--- src/rtl/router_pkg.sv ---
// Shared types, port indices and packet field helpers for the round-robin mesh router.
package router_pkg;

  localparam int NUM_PORTS   = 5;
  localparam int MAX_PKT_W   = 128;
  localparam int MAX_COORD_W = 16;

  typedef logic [2:0] port_t;

  localparam port_t PORT_N    = 3'd0;
  localparam port_t PORT_S    = 3'd1;
  localparam port_t PORT_W    = 3'd2;
  localparam port_t PORT_E    = 3'd3;
  localparam port_t PORT_NODE = 3'd4;

  typedef enum logic [1:0] {SCAN, ROUTE, XMIT} state_t;

  // Packets are passed zero-extended to MAX_PKT_W so one helper serves every parameterisation.
  function automatic logic [MAX_COORD_W-1:0] field_at(input logic [MAX_PKT_W-1:0] pkt,
                                                      input int unsigned lsb,
                                                      input int unsigned coord_w);
    logic [MAX_PKT_W-1:0]   shifted;
    logic [MAX_COORD_W-1:0] mask;
    shifted = pkt >> lsb;
    mask    = (MAX_COORD_W'(1) << coord_w) - MAX_COORD_W'(1);
    return shifted[MAX_COORD_W-1:0] & mask;
  endfunction

  function automatic logic [MAX_COORD_W-1:0] get_dest_x(input logic [MAX_PKT_W-1:0] pkt,
                                                        input int unsigned pkt_w,
                                                        input int unsigned coord_w);
    return field_at(pkt, pkt_w - coord_w, coord_w);
  endfunction

  function automatic logic [MAX_COORD_W-1:0] get_dest_y(input logic [MAX_PKT_W-1:0] pkt,
                                                        input int unsigned pkt_w,
                                                        input int unsigned coord_w);
    return field_at(pkt, pkt_w - 2 * coord_w, coord_w);
  endfunction

endpackage

--- src/rtl/rr_arbiter5.sv ---
// Five-way round-robin arbiter: first requester at or after ptr wins; purely combinational.
import router_pkg::*;

module rr_arbiter5 (
  input  logic [NUM_PORTS-1:0] req,
  input  port_t                ptr,
  output logic [NUM_PORTS-1:0] grant,
  output port_t                grant_idx
);

  logic       found;
  logic [3:0] sum;
  logic [2:0] idx;

  always_comb begin
    grant     = '0;
    grant_idx = PORT_N;
    found     = 1'b0;
    sum       = '0;
    idx       = '0;
    for (int k = 0; k < NUM_PORTS; k++) begin
      sum = {1'b0, ptr} + 4'(k);
      if (sum >= 4'd5) sum = sum - 4'd5;
      idx = sum[2:0];
      if (!found && req[idx]) begin
        found      = 1'b1;
        grant[idx] = 1'b1;
        grant_idx  = idx;
      end
    end
  end

endmodule

--- src/rtl/rr_mesh_router_fsm.sv ---
// Mesh node router: round-robin source pick, XY routing with YX fallback, one packet per 3 cycles.
// Optional RR_ROUTER_DROP_EN discards unroutable packets and counts them instead of sending to Node.
import router_pkg::*;

module rr_mesh_router_fsm #(
  parameter int PKT_W   = 32,
  parameter int COORD_W = 4
) (
  input  logic                 Clk_r,
  input  logic                 Rst,
  input  logic [2*COORD_W-1:0] Router_Address,
  input  logic [3:0]           Link_Config,
  input  logic [PKT_W-1:0]     Packet_From_N,
  input  logic [PKT_W-1:0]     Packet_From_S,
  input  logic [PKT_W-1:0]     Packet_From_W,
  input  logic [PKT_W-1:0]     Packet_From_E,
  input  logic [PKT_W-1:0]     Packet_From_Node,
  input  logic                 Empty_N,
  input  logic                 Empty_S,
  input  logic                 Empty_W,
  input  logic                 Empty_E,
  input  logic                 Empty_Node,
  input  logic                 Full_N,
  input  logic                 Full_S,
  input  logic                 Full_W,
  input  logic                 Full_E,
  input  logic                 Full_Node,
  output logic                 Read_N,
  output logic                 Read_S,
  output logic                 Read_W,
  output logic                 Read_E,
  output logic                 Read_Node,
  output logic [PKT_W-1:0]     Packet_Out,
  output logic                 Write_N,
  output logic                 Write_S,
  output logic                 Write_W,
  output logic                 Write_E,
  output logic                 Write_Node,
  output logic                 Busy
`ifdef RR_ROUTER_DROP_EN
  ,
  output logic                 Drop_Pulse,
  output logic [15:0]          Drop_Count
`endif
);

  state_t               state;
  port_t                rr_ptr;
  port_t                target;
  logic [NUM_PORTS-1:0] read_q;
  logic [NUM_PORTS-1:0] write_vec;
  logic [NUM_PORTS-1:0] req;
  logic [NUM_PORTS-1:0] grant;
  logic [NUM_PORTS-1:0] full_vec;
  port_t                grant_idx;
  port_t                next_ptr;
  logic [PKT_W-1:0]     src_pkt;

  logic [COORD_W-1:0]   rx, ry, dx, dy;
  port_t                x_port, y_port, candidate, route_target;
  logic                 unroutable;

  // Node is always eligible; link sources need their link enabled.
  assign req      = ~{Empty_Node, Empty_E, Empty_W, Empty_S, Empty_N} & {1'b1, Link_Config};
  assign full_vec = {Full_Node, Full_E, Full_W, Full_S, Full_N};
  assign next_ptr = (grant_idx == PORT_NODE) ? PORT_N : grant_idx + 3'd1;

  rr_arbiter5 u_arb (
    .req       (req),
    .ptr       (rr_ptr),
    .grant     (grant),
    .grant_idx (grant_idx)
  );

  always_comb begin
    case (grant_idx)
      PORT_N:  src_pkt = Packet_From_N;
      PORT_S:  src_pkt = Packet_From_S;
      PORT_W:  src_pkt = Packet_From_W;
      PORT_E:  src_pkt = Packet_From_E;
      default: src_pkt = Packet_From_Node;
    endcase
  end

  assign rx = Router_Address[2*COORD_W-1 -: COORD_W];
  assign ry = Router_Address[COORD_W-1:0];
  assign dx = COORD_W'(get_dest_x(MAX_PKT_W'(Packet_Out), PKT_W, COORD_W));
  assign dy = COORD_W'(get_dest_y(MAX_PKT_W'(Packet_Out), PKT_W, COORD_W));

  // X first; a disabled X link falls back to Y only when Y still has distance to cover.
  always_comb begin
    x_port     = PORT_NODE;
    y_port     = PORT_NODE;
    candidate  = PORT_NODE;
    unroutable = 1'b0;
    if (dx > rx)      x_port = PORT_E;
    else if (dx < rx) x_port = PORT_W;
    if (dy > ry)      y_port = PORT_N;
    else if (dy < ry) y_port = PORT_S;
    if (x_port != PORT_NODE) begin
      if (Link_Config[x_port[1:0]])                               candidate = x_port;
      else if (y_port != PORT_NODE && Link_Config[y_port[1:0]])   candidate = y_port;
      else                                                        unroutable = 1'b1;
    end else if (y_port != PORT_NODE) begin
      if (Link_Config[y_port[1:0]]) candidate = y_port;
      else                          unroutable = 1'b1;
    end
    route_target = unroutable ? PORT_NODE : candidate;
  end

  always_ff @(posedge Clk_r or posedge Rst) begin
    if (Rst) begin
      state      <= SCAN;
      rr_ptr     <= PORT_N;
      target     <= PORT_NODE;
      read_q     <= '0;
      Packet_Out <= '0;
`ifdef RR_ROUTER_DROP_EN
      Drop_Pulse <= 1'b0;
      Drop_Count <= '0;
`endif
    end else begin
      read_q <= '0;
`ifdef RR_ROUTER_DROP_EN
      Drop_Pulse <= 1'b0;
`endif
      case (state)
        SCAN: if (|grant) begin
          Packet_Out <= src_pkt;
          read_q     <= grant;
          rr_ptr     <= next_ptr;
          state      <= ROUTE;
        end
        ROUTE: begin
`ifdef RR_ROUTER_DROP_EN
          if (unroutable) begin
            Drop_Pulse <= 1'b1;
            if (Drop_Count != 16'hFFFF) Drop_Count <= Drop_Count + 16'd1;
            state <= SCAN;
          end else begin
            target <= route_target;
            state  <= XMIT;
          end
`else
          target <= route_target;
          state  <= XMIT;
`endif
        end
        XMIT: if (!full_vec[target]) state <= SCAN;
        default: state <= SCAN;
      endcase
    end
  end

  // The push strobe follows Full within the cycle so a stalled packet leaves the moment space opens.
  always_comb begin
    write_vec = '0;
    if (state == XMIT && !full_vec[target]) write_vec[target] = 1'b1;
  end

  assign {Read_Node, Read_E, Read_W, Read_S, Read_N}      = read_q;
  assign {Write_Node, Write_E, Write_W, Write_S, Write_N} = write_vec;
  assign Busy = (state != SCAN);

endmodule

--- config.mk ---
export PLATFORM = sky130hd
export DESIGN_NAME = rr_mesh_router_fsm
export DESIGN_NICKNAME = d
export VERILOG_FILES = /design/src/rtl/router_pkg.sv /design/src/rtl/rr_arbiter5.sv /design/src/rtl/rr_mesh_router_fsm.sv
export SDC_FILE = /design/constraint.sdc
export NUM_CORES = 1
export LEC_CHECK = 0
export CORE_MARGIN = 2
export CORE_UTILIZATION = 46
export CTS_BUF_LIST = sky130_fd_sc_hd__clkbuf_8
export DETAILED_ROUTE_END_ITERATION = 16
export PLACE_DENSITY = 0.88
export SKIP_LAST_GASP = 1
export SLEW_MARGIN = 20
export SYNTH_ARGS = -nofsm -noshare
export SYNTH_HDL_FRONTEND = slang
export SYNTH_SLANG_ARGS = --single-unit
--- constraint.sdc ---
create_clock -name Clk_r -period 8.6 [get_ports Clk_r]
set_input_delay 2.58 -clock Clk_r [delete_from_list [all_inputs] [get_ports Clk_r]]
set_output_delay 2.58 -clock Clk_r [all_outputs]
set_load 0.01 [all_outputs]
==> results of run 1 <==
-- layout by cell type, fill, tap and decap left out, types with 7 or more instances in the layout --
cell type and instances:
nor2b_1 9, nand3_1 8, inv_1 46, dfrtp_1 44, ha_1 20, buf_4 7
nor3_1 7, a21oi_1 12, clkdlybuf4s50_1 226, nand2_1 55, a222oi_1 32, mux2_2 29
mux2i_1 9, nand2b_1 10, o221ai_1 35, nor2_1 19, o21ai_0 15, mux2_4 8
-- cell usage after synthesis (all sizes together), types with 4 or more instances --
| library cell | n | share of area |
|---|---|---|
| a21oi | 13 | 0.014 |
| nor2 | 19 | 0.016 |
| o221ai | 35 | 0.067 |
| or3 | 4 | 0.0057 |
| clkbuf | 24 | 0.035 |
| inv | 48 | 0.039 |
| or4 | 5 | 0.0090 |
| nor2b | 9 | 0.012 |
| o21ai | 17 | 0.021 |
| a222oi | 32 | 0.070 |
| nand2b | 10 | 0.014 |
| nor3b | 4 | 0.0065 |
| mux2 | 37 | 0.097 |
| o211ai | 6 | 0.012 |
| nor3 | 7 | 0.0076 |
| nand2 | 55 | 0.045 |
| mux2i | 10 | 0.024 |
| ha | 21 | 0.057 |
| nand3 | 9 | 0.011 |
| xnor2 | 6 | 0.011 |
| buf | 9 | 0.019 |
| a211oi | 8 | 0.015 |
| dfrtp | 44 | 0.24 |
| nor4 | 6 | 0.0095 |
| a31oi | 6 | 0.0082 |
-- registers in the layout (all words and copies together), names as in the netlist --
signal      count
target          3
rr_ptr          3
read_q          5
Packet_Out     32
state           2
-- stage by stage --
stage | hold slack, ns | area (sq um) | setup WS [ns] | utilization
floorplan | 0.4768 | 4598 | 2.493 | -
global route | 0.5332 | 6942 | 1.404 | 0.7135
finish | 0.5117 | 6942 | 1.466 | 0.7135
global placement | 0.4912 | 6823 | 1.273 | 0.7013
CTS | 0.5137 | 6939 | 1.459 | 0.7132
detailed placement | 0.4953 | 6823 | 1.165 | 0.7013
-- how the worst max path moves through the flow --
| stage | cells past startpoint | endpoint |
|---|---|---|
| 4_1_cts | 6 | Write_S |
| 3_3_place_gp | 15 | Packet_Out[24] |
| 6_report | 5 | Write_E |
| 3_5_place_dp | 15 | Packet_Out[19] |
| 2_1_floorplan | 4 | Write_S |
| 5_1_grt | 5 | Write_E |
-- worst max-delay path: stages --
cell             delay, ns
clkdlybuf4s50_1       0.39
mux4_2                0.49
nor3_1                0.32
and3_1                0.22
clkdlybuf4s50_1       0.55
-- cell type report --
| type | count | area share |
|---|---|---|
| Inverter | 50 | 0.02722 |
| Multi-Input combinational cell | 379 | 0.4362 |
| Tap cell | 133 | 0.02397 |
| Timing Repair Buffer | 233 | 0.3335 |
| Clock buffer | 6 | 0.01190 |
| Sequential cell | 45 | 0.1624 |
| Clock inverter | 2 | 0.004867 |
-- layer usage --
metal / vias up / track usage
li1: 2368 / -
met1: 2469 / 0.3793
met2: 326 / 0.5414
met3: 58 / 0.04699
met4: 0 / 0.1438
met5: - / 0
-- logic make-up (layout without fill, tap and decap cells) --
logic type	Yosys count	after routing	share of synthesized area
xor gates and xnor gates	8	8	0.01687
buffers and inverters	84	291	0.09768
AOI/OAI and AO/OA	149	149	0.2754
adders and majority gates	22	22	0.06150
and+or+nand+nor	152	152	0.1769
DFF	45	45	0.2452
muxes	48	48	0.1265
==> impl_metrics.ini, run 1 <==
[sta]
fin_setup_tns_ns = 0
max_slew.worst_pin.slew_ns = 0.9400
skew_ns = 0.007630
slew_viol_final = 0
period_share = 0.8296
fmax_ghz = 0.1402
period_needed_ns = 7.134
finalSetupViolCount = 0
grt_setup_unrepaired = false
relSlewSlack = 0.3724
hold_violations = 0

[critical_path]
r2r_end = Packet_Out[18]
regToRegSetupSlack_ns = 2.55
cp.required_ns = 6.02
cp-end-kind = primary output
critPathMaxFanout = 4
startpoint_type = input pin
reg2reg_depth = 15
arrival_ns = 4.55
r2r_start = rr_ptr[1]
path_class = in -> out
critPathLaunch = Full_E

[yosys]
synthFlopType = dfrtp_1
async_reset_ff_frac = 1.000
syn-cell-area_sq_um = 4598
synth.yosys.warnings = 0
synth_edf_count = 0
syn_avg_cell_area_sq_um = 9.051
syn_nets = 714
ys_ff_latch = 45
synthCells = 508
yosys.cell_types.count = 85
ys_seq_area_frac = 0.2452

[drt]
highest_layer = met4
drc_errors = 0
viasPerCell = 6.157
wl_per_cell_microns = 20.50
wl_met1_mm = 6.611
vias = 5221
wl_met2_mm = 8.512
routed-wl-met3_mm = 1.425
routed_wl_mm = 17.39
firstDrtPassIters = 8
ant_nets = 0
drt_iter0_drc = 550

[cts]
post_cts_resized = 0
insertion_delay_ns = 0.31
post-cts-setup-buffers = 0
cts.sinks = 45
cts_tree = done
cts_made_buffers = 5
cts_hold_buf = 0
clkTransAtPathRegs_ns = 0.08
htree_levels = 2
cts_root_buf = clkbuf_8
clockBufferDepth = 2

[status]
status = complete, no violations

[floorplanning]
io_pins = 227
die_w_microns = 104.0
start_util = 0.4726
die_area_sq_um = 10810
row_count = 36
core_sq_um = 9729
die_h_microns = 104.0

[hold_path]
worstHoldPathType = reg -> reg
whs_path_depth = 1
min_to = Packet_Out[12]
hold_path_startpoint = Packet_Out[12]

[flow_run]
max-cap-violations = 0

[layout]
finalNonFillerCells = 848
synthToLayoutAreaGrowth_pct = 50.97
final_nets = 920
multi_input_area_sq_um = 3028
n_antenna_cell = 0
regArea_sq_um = 1127
final_layout_size_suffix_gt1_frac = 0.1287
nFillCells = 713

[placed_design]
gp_congestion = 0.9781
dp_cells = 840
io_buffers = 226
hpwl_mm = 13.61

[grt]
grt_pass1_wl_mm = 27.27
grt_max_degree = 46
grt_pass1_vias = 5171
overflow = 0
grt_usage = 0.3116
antenna_found_initial = 0
Power of run 1 is not shown: default switching activity piles up to over one toggle a cycle in this logic, so the estimate is an artifact.
==> run 2, diff against run 1 <==
CORE_UTILIZATION = 38   (was 46)
PLACE_DENSITY = 0.77   (was 0.88)
clock period = 6.1 ns   (was 8.6 ns; I/O delays follow)
==> impl_metrics.ini, run 2 (synthesis results as in run 1) <==
[critical_path]
slowest_delay_ns = 0.57
reg2reg_depth = 16
arrival_ns = 3.79
critPathMaxFanout = 4
cp_slowest_cell = clkdlybuf4s50_1
startpoint_type = input pin
cp.depth = 5
path_class = in -> out
critPathLaunch = Full_E
r2r_end = Packet_Out[31]
worstPathCellList = clkdlybuf4s50_1 > mux4_2 > nor3_1 > and3_1 > clkdlybuf4s50_1
regToRegSetupSlack_ns = 0.75
cp.required_ns = 4.27
r2r_start = rr_ptr[1]
cp-endpoint = Write_E
crit_buf_inv = 2
cpMostUsedCell = clkdlybuf4s50_1
cp-end-kind = primary output
critical-path-top-delay-family = buffers and inverters

[floorplanning]
io_pins = 227
die_area_sq_um = 13000
row_count = 40
start_util = 0.3860
core_sq_um = 11910
die_h_microns = 114
die_w_microns = 114

[layout]
layout_commonest_cell = clkdlybuf4s50_1
final_layout_size_suffix_gt1_frac = 0.1395
largest-register = Packet_Out
synthToLayoutAreaGrowth_pct = 52.63
final_cell_mix = clkdlybuf4s50_1 (226), nand2_1 (55), inv_1 (45)
largest_reg_flops = 32
final_nets = 930
top_regs = Packet_Out x32, read_q x5
n_antenna_cell = 0

[sta]
finalSetupViolCount = 0
hold_violations = 0
fmax_ghz = 0.1780
skew_ns = 0.006322
period_share = 0.9211
max_slew.worst_pin.slew_ns = 0.9555
fin_setup_tns_ns = 0
grt_setup_unrepaired = false
period_needed_ns = 5.619
relSlewSlack = 0.3630
slew_viol_final = 0

[cts]
cts_hold_buf = 0
clockBufferDepth = 2
insertion_delay_ns = 0.30
cts_tree = done
post_cts_resized = 0
cts_made_buffers = 5
post-cts-setup-buffers = 0
cts_root_buf = clkbuf_8
clkTransAtPathRegs_ns = 0.09
htree_levels = 2
cts.sinks = 45

[drt]
viasPerCell = 6.005
drt_iter0_drc = 598
vias = 5230
firstDrtPassIters = 10
wl_per_cell_microns = 21.57
drc_errors = 0
ant_nets = 0
routed_wl_mm = 18.79

[grt]
grt_pass1_wl_mm = 29.08
grt_max_degree = 46
overflow = 0
grt_usage = 0.2856
grt_pass1_vias = 5407
antenna_found_initial = 1

[status]
status = complete, no violations

[placed_design]
gp_congestion = 0.9629
hpwl_mm = 15.19
io_buffers = 226

[hold_path]
whs_path_depth = 1
worstHoldPathType = reg -> reg

[flow_run]
max-cap-violations = 0
[run 2: final cells by class]
type / instances / area (sq um)
Timing Repair Buffer: 243 / 2402
Inverter: 50 / 188.9
Multi-Input combinational cell: 379 / 3025
Clock inverter: 1 / 7.507
Clock buffer: 6 / 82.58
Fill cell: 1015 / 4893
Sequential cell: 45 / 1127
Tap cell: 147 / 183.9
[run 2: worst min path at each step]
stage,slack [ns],to,from
2_1_floorplan,0.48,target[2],target[2]
3_3_place_gp,0.49,Packet_Out[18],Packet_Out[18]
3_5_place_dp,0.49,Packet_Out[6],Packet_Out[6]
4_1_cts,0.52,Packet_Out[6],Packet_Out[6]
5_1_grt,0.53,Packet_Out[21],Packet_Out[21]
6_report,0.51,Packet_Out[21],Packet_Out[21]
[run 2: metrics by stage]
step / hold WS [ns] / worst slack, ns / util / area [sq um] / std cells
after floorplan: 0.4768 / 0.8001 / - / 4598 / 508
after global placement: 0.4915 / 0.2227 / 0.5816 / 6928 / 864
after detailed placement: 0.4948 / 0.2525 / 0.5816 / 6928 / 864
after CTS: 0.5151 / 0.4741 / 0.5892 / 7018 / 871
after global routing: 0.5268 / 0.1486 / 0.5892 / 7018 / 871
final: 0.5104 / 0.4812 / 0.5892 / 7018 / 871
[run 2: layer usage]
layer	wire, microns	vias to the layer above	global-route usage
met1	7467	2479	0.3665
met3	1487	55	0.04995
met2	9060	306	0.4754
met4	760	2	0.1171
met5	13	-	0
li1	-	2388	-
Power of run 2 is left out for the same reason.
